<file path="src/rtl/fisr_pkg.sv">
// Shared types and constants for the fast inverse square root front end:
// float field positions, special values, operand classes and helpers.
package fisr_pkg;

   localparam logic [31:0] FISR_MAGIC = 32'h5F3759DF;

   localparam int SIGN_B = 31;
   localparam int EXP_HI = 30;
   localparam int EXP_LO = 23;
   localparam int MAN_HI = 22;
   localparam int MAN_LO = 0;

   localparam logic [7:0]  EXP_MAX    = 8'hFF;
   localparam logic [31:0] FP_POS_INF = 32'h7F800000;
   localparam logic [31:0] FP_QNAN    = 32'h7FC00000;
   localparam logic [31:0] FP_ZERO    = 32'h00000000;

   typedef enum logic [2:0] {
      NORM,
      ZERO,
      DENORM,
      INF,
      NAN
   } fp_class_t;

   typedef struct packed {
      logic        hit;
      logic [31:0] val;
   } fp_special_t;

   // x/2 by exponent decrement; tiny inputs flush to signed zero, Inf/NaN pass through.
   function automatic logic [31:0] fp_half(input logic [31:0] x);
      logic [7:0] e;
      e = x[EXP_HI:EXP_LO];
      if (e == EXP_MAX)
         return x;
      else if (e < 8'd2)
         return {x[SIGN_B], 31'h0};
      else
         return {x[SIGN_B], e - 8'd1, x[MAN_HI:MAN_LO]};
   endfunction

   // Final 1/sqrt(x) for inputs the Newton-Raphson path cannot handle.
   function automatic fp_special_t special_of(input fp_class_t cls, input logic sign);
      fp_special_t s;
      s = '{hit: 1'b1, val: FP_ZERO};
      case (cls)
         ZERO, DENORM: s.val = FP_POS_INF;
         NAN:          s.val = FP_QNAN;
         INF:          s.val = sign ? FP_QNAN : FP_ZERO;
         default:      s = sign ? '{hit: 1'b1, val: FP_QNAN} : '{hit: 1'b0, val: FP_ZERO};
      endcase
      return s;
   endfunction

endpackage

</file>
<file path="src/rtl/fisr_classify.sv">
// Combinational IEEE-754 single classifier: returns operand class and sign.
module fisr_classify
   import fisr_pkg::*;
(
   input  logic [31:0] x,
   output fp_class_t   cls,
   output logic        sign
);

   logic [7:0]  exp_f;
   logic [22:0] man_f;

   assign exp_f = x[EXP_HI:EXP_LO];
   assign man_f = x[MAN_HI:MAN_LO];
   assign sign  = x[SIGN_B];

   always_comb begin
      cls = NORM;
      if (exp_f == 8'h00)
         cls = (man_f == '0) ? ZERO : DENORM;
      else if (exp_f == EXP_MAX)
         cls = (man_f == '0) ? INF : NAN;
   end

endmodule

</file>
<file path="src/rtl/fisr_seed_gen.sv">
// Two-stage seed generator for fast 1/sqrt: y0 = MAGIC - (x >> 1) and x/2, valid/ready.
// Define FISR_SPECIAL_CASE_EN to add the special-input classifier and bypass value.
module fisr_seed_gen
   import fisr_pkg::*;
#(
   parameter logic [31:0] MAGIC = FISR_MAGIC,
   parameter int          TAG_W = 4
) (
   input  logic             clk,
   input  logic             rst,
   input  logic             in_valid,
   output logic             in_ready,
   input  logic [31:0]      in_data,
   input  logic [TAG_W-1:0] in_tag,
   output logic             out_valid,
   input  logic             out_ready,
   output logic [31:0]      out_seed,
   output logic [31:0]      out_x_half,
   output logic [TAG_W-1:0] out_tag,
   output logic             out_special,
   output logic [31:0]      out_special_val
);

   logic             adv1, adv2;

   logic             s1_valid;
   logic [31:0]      s1_x;
   logic [TAG_W-1:0] s1_tag;
   fp_special_t      s1_special;

   logic             s2_valid;
   logic [31:0]      s2_seed;
   logic [31:0]      s2_x_half;
   logic [TAG_W-1:0] s2_tag;
   fp_special_t      s2_special;

   // A stage may load when it is empty or its contents leave this cycle.
   assign adv2     = !s2_valid || out_ready;
   assign adv1     = !s1_valid || adv2;
   assign in_ready = adv1;

`ifdef FISR_SPECIAL_CASE_EN
   fp_class_t in_cls, s1_cls;
   logic      in_sign, s1_sign;

   fisr_classify u_classify (
      .x    (in_data),
      .cls  (in_cls),
      .sign (in_sign)
   );

   always_ff @(posedge clk) begin
      if (rst) begin
         s1_cls  <= NORM;
         s1_sign <= 1'b0;
      end else if (adv1 && in_valid) begin
         s1_cls  <= in_cls;
         s1_sign <= in_sign;
      end
   end

   assign s1_special = special_of(s1_cls, s1_sign);
`else
   assign s1_special = '0;
`endif

   // NOTE: data registers are cleared by reset as well, so outputs read zero after reset.
   always_ff @(posedge clk) begin
      if (rst) begin
         s1_valid <= 1'b0;
         s1_x     <= '0;
         s1_tag   <= '0;
      end else if (adv1) begin
         s1_valid <= in_valid;
         if (in_valid) begin
            s1_x   <= in_data;
            s1_tag <= in_tag;
         end
      end
   end

   always_ff @(posedge clk) begin
      if (rst) begin
         s2_valid   <= 1'b0;
         s2_seed    <= '0;
         s2_x_half  <= '0;
         s2_tag     <= '0;
         s2_special <= '0;
      end else if (adv2) begin
         s2_valid <= s1_valid;
         if (s1_valid) begin
            s2_seed    <= MAGIC - {1'b0, s1_x[31:1]};
            s2_x_half  <= fp_half(s1_x);
            s2_tag     <= s1_tag;
            s2_special <= s1_special;
         end
      end
   end

   assign out_valid       = s2_valid;
   assign out_seed        = s2_seed;
   assign out_x_half      = s2_x_half;
   assign out_tag         = s2_tag;
   assign out_special     = s2_special.hit;
   assign out_special_val = s2_special.val;

endmodule

</file>
<file path="config.mk">
export PLATFORM = sky130hd
export DESIGN_NAME = fisr_seed_gen
export DESIGN_NICKNAME = d
export VERILOG_FILES = /design/src/rtl/fisr_pkg.sv /design/src/rtl/fisr_classify.sv /design/src/rtl/fisr_seed_gen.sv
export SDC_FILE = /design/constraint.sdc
export NUM_CORES = 1
export LEC_CHECK = 0
export ABC_AREA = 1
export CORE_MARGIN = 5
export CORE_UTILIZATION = 44
export DETAILED_ROUTE_END_ITERATION = 16
export GPL_TIMING_DRIVEN = 1
export PLACE_DENSITY = 0.77
export SYNTH_ARGS = -nofsm -noshare
export SYNTH_HDL_FRONTEND = slang
export SYNTH_SLANG_ARGS = --single-unit
export TNS_END_PERCENT = 1
</file>
<file path="constraint.sdc">
create_clock -name clk -period 1.4 [get_ports clk]
set_input_delay 0.14 -clock clk [delete_from_list [all_inputs] [get_ports clk]]
set_output_delay 0.14 -clock clk [all_outputs]
set_load 0.01 [all_outputs]
</file>
==> run_results.csv, run 1 <==
group,metric,value,unit
hold_path,min_from,"rst",
critical_path,criticalPathCategory,"flop to flop",
critical_path,reg2reg_setup_slack,-0.11,ns
run_status,violations,"negative setup slack",
grt,grt_usage,20.8,%
grt,grt_pass1_wl,24.1,mm
floorplan,rows,39,
drt,avgViaCountPerCell,4.99,
grt,grt_overflow,0,
pwr,cellPowerDensity,1010,nW/µm²
critical_path,cp_num_buf_inv,3,
critical_path,r2r_start,"s1_x[7]$_SDFFE_PP0P_",
synthesis,yosys_warnings,0,
sta,finClkSkew,0.00958,ns
drt,drt_wl_total,15.7,mm
drt,wl_per_cell,14.6,µm
clock_tree,worstSkewPairLatency,0.35,ns
pwr,seq_power_share,44.3,%
floorplan,fp.coreArea,11500,µm²
pwr,irDropWorstVdd,0.000552,V
clock_tree,htreeDepth,3,
synthesis,synth_ff_type,"dfxtp_1",
critical_path,ff2ff_path_depth,9,
grt,grt_max_degree,60,
synthesis,ys_ff_latch,106,
grt,grt_pass1_vias,4827,
clock_tree,cts_made_buffers,9,
synthesis,yosys.cell_types.count,34,
sta,hold-worst-slack,0.193,ns
drt,first_pass_iters,5,
pwr,clock_power_share,35.3,%
synthesis,yosysSeqAreaShare,40.9,%
finish,syn_to_final_growth,44.1,%
pwr,power_switching,0.00211,W
clock_tree,cts_tree,"built",
floorplan,dieWidth,119,µm
sta,finalCritPeriodShare,108,%
clock_tree,ctsHoldBuffers,0,
finish,layout_common_cells,"161 x nand2_1, 88 x dfxtp_1, 80 x nor2_1",
sta,layout_min_cycle_time,1.51,ns
critical_path,cpPeakStageDelay,0.37,ns
finish,stdcell_area,7480,µm²
clock_tree,cts_buffer_depth,2,
hold_path,min_path_type,"input pin to flop",
critical_path,cp.required,1.65,ns
critical_path,end_kind,"flop",
critical_path,crit_slowest_cell,"dfxtp_2",
job,cap_violations,0,
place,dp_hpwl,11.6,mm
finish,finish.utilization,65.2,%
critical_path,cp_cell_sequence,"buf_6, nand4_1, nand2_2, o21ai_4, buf_6, nand3_2, nand2_2, o21ai_2, inv_1",
finish,diodes,0,
clock_tree,clkTransAtPathRegs,0.07,ns
floorplan,dieHeight,119,µm
synthesis,synth_enable_flop_cells,0,
place,port-buffer-count,109,
finish,final_common_cell,"nand2_1",
synthesis,ys_async_sr_fraction,0,%
finish,fin_nets,970,
sta,fin_ws,-0.107,ns
critical_path,cp_top_family,"simple AND/OR/NAND/NOR gates",
floorplan,initial_core_util,45.3,%
hold_path,hold_path_depth,3,
place,place.gp.congestion,0.942,
hold_path,hold_end,"out_seed[5]$_SDFFE_PP0P_",
sta,fmax,0.664,GHz
pwr,intPower,0.00544,W
drt,antenna_left,0,
pwr,leakage,3.65,nW
synthesis,synth.top_cell.area_share,40.9,%
critical_path,cp.arrival,1.76,ns
drt,route.detailed.drc,0,
synthesis,avgSynthCellArea,6.87,µm²
synthesis,synth_area,5190,µm²
clock_tree,cts_root_buf,"clkbuf_16",
critical_path,reg2reg_to,"out_seed[14]$_SDFFE_PP0P_",
sta,rsz0062_at_grt,"yes",
critical_path,path_max_fanout,3,
drt,num_vias,5364,
finish,drive_above_1_share,19.9,%
drt,drtIter0Drc,432,
clock_tree,cts_sinks,106,
synthesis,synth_area_leaders,"dfxtp_1 41%, nand2_1 13%, a21oi_1 7.3%, nor2_1 6.0%, o21ai_0 5.9%",
synthesis,synthesis.instances,755,
run_status,status,"finished, violations left",
pwr,power_frac_comb,20.4,%
grt,antenna_found_initial,0,
pwr,switching_share,27.9,%
sta,setup_violations,11,
floorplan,dieArea,14100,µm²
critical_path,worst_setup_path_start_kind,"flop",
synthesis,synth_top_area_cell,"dfxtp_1",
floorplan,ioPinCount,143,
place,dpl_cell_area,6850,µm²
sta,final_max_slew_viol_count,0,
sta,hold_viol,0,
## cell families after synthesis
kind of cell / Yosys count / synth area share (%)
compound gates: 150 / 15.1
flops: 106 / 40.9
fa+ha+maj: 4 / 0.964
simple gates: 343 / 28.3
other cells: 1 / 0.0723
xor+xnor: 7 / 1.18
buf+inv: 144 / 13.5
## registers in the layout (all words and copies together), names as in the netlist
register and count:
out_seed 32, out_valid 1, out_x_half 32, s1_valid 1, s1_x 32, out_tag 4
s1_tag 4
## stage by stage
stage	power, W	setup TNS, ns	worst slack [ns]	instances
5_1_grt	0.00784	-2.18	-0.177	1074
3_5_place_dp	0.00484	-12.20	-0.197	1053
3_3_place_gp	0.00483	-10.29	-0.180	1053
4_1_cts	0.00749	-0.322	-0.115	1069
2_1_floorplan	0.00417	-0.0258	-0.0258	787
6_report	0.00754	-0.518	-0.107	1074
## layout make-up
cell class	instances	area, µm²
tap	143	179
clock buffer	12	256
timing repair buffer	195	1880
fill	970	3990
multi-input combinational	537	2660
inverter	77	292
clock inverter	4	56.3
sequential	106	2150
## routing by layer
metal | up-vias | global-route usage [%] | part of all wire (%)
li1 | 2710 | - | -
met1 | 2445 | 28.4 | 45
met2 | 178 | 32.8 | 46
met3 | 31 | 3.34 | 6.8
met4 | 0 | 8.43 | 2.7
met5 | - | 0 | 0
## synthesized netlist by cell type (6+ instances only)
cell	count
clkbuf_1	18
o21ai_0	61
a21oi_1	76
inv_1	67
buf_2	10
nor3_1	6
xor2_1	7
dfxtp_1	106
nand2_2	8
buf_4	35
nor2_1	83
inv_2	9
nand2_1	173
nand3_1	53
nand4_1	10
## worst min-delay path: stages
cell and delay [ns]:
buf_2 0.10, buf_4 0.21, a21oi_1 0.05
## power groups by stage
stage | registers, W | clock network [W] | logic (W)
floorplan | 0.00344 | 0 | 0.000730
global placement | 0.00340 | 0 | 0.00143
detailed placement | 0.00340 | 0 | 0.00144
CTS | 0.00334 | 0.00270 | 0.00146
global route | 0.00337 | 0.00280 | 0.00168
finish | 0.00334 | 0.00266 | 0.00154
## worst max path at each step
stage                         startpoint                           to  cells past startpoint  slack, ns
finish              s1_x[7]$_SDFFE_PP0P_    out_seed[14]$_SDFFE_PP0P_                      9      -0.11
global route        s1_x[7]$_SDFFE_PP0P_    out_seed[14]$_SDFFE_PP0P_                      9      -0.18
CTS                 s1_x[7]$_SDFFE_PP0P_    out_seed[25]$_SDFFE_PP0P_                     12      -0.12
detailed placement             out_ready  out_x_half[26]$_SDFFE_PP0P_                      9      -0.20
global placement               out_ready        s1_x[22]$_SDFFE_PP0P_                      7      -0.18
floorplan           s1_x[6]$_SDFFE_PP0P_    out_seed[25]$_SDFFE_PP0P_                     12      -0.03
## what timing repair did
item | CTS | global route
gates resized for setup | 29 | 78
pin swaps | 1 | 7
setup buffers | 0 | 5
endpoints found under the setup margin | 39 | 62
No activity file was read; power rests on OpenSTA's default activity.
==> inputs of run 2 (changes only) <==
--- a/config.mk
+++ b/config.mk
@@ -13,5 +13,6 @@
 export PLACE_DENSITY = 0.77
 export SYNTH_ARGS = -nofsm -noshare
 export SYNTH_HDL_FRONTEND = slang
+export SYNTH_HIERARCHICAL = 1
 export SYNTH_SLANG_ARGS = --single-unit
 export TNS_END_PERCENT = 1
==> results of run 2 <==
No change in the layout: final DEF, timing and power equal those of run 1.
Among the figures that moved: Yosys warning count 0 -> 6
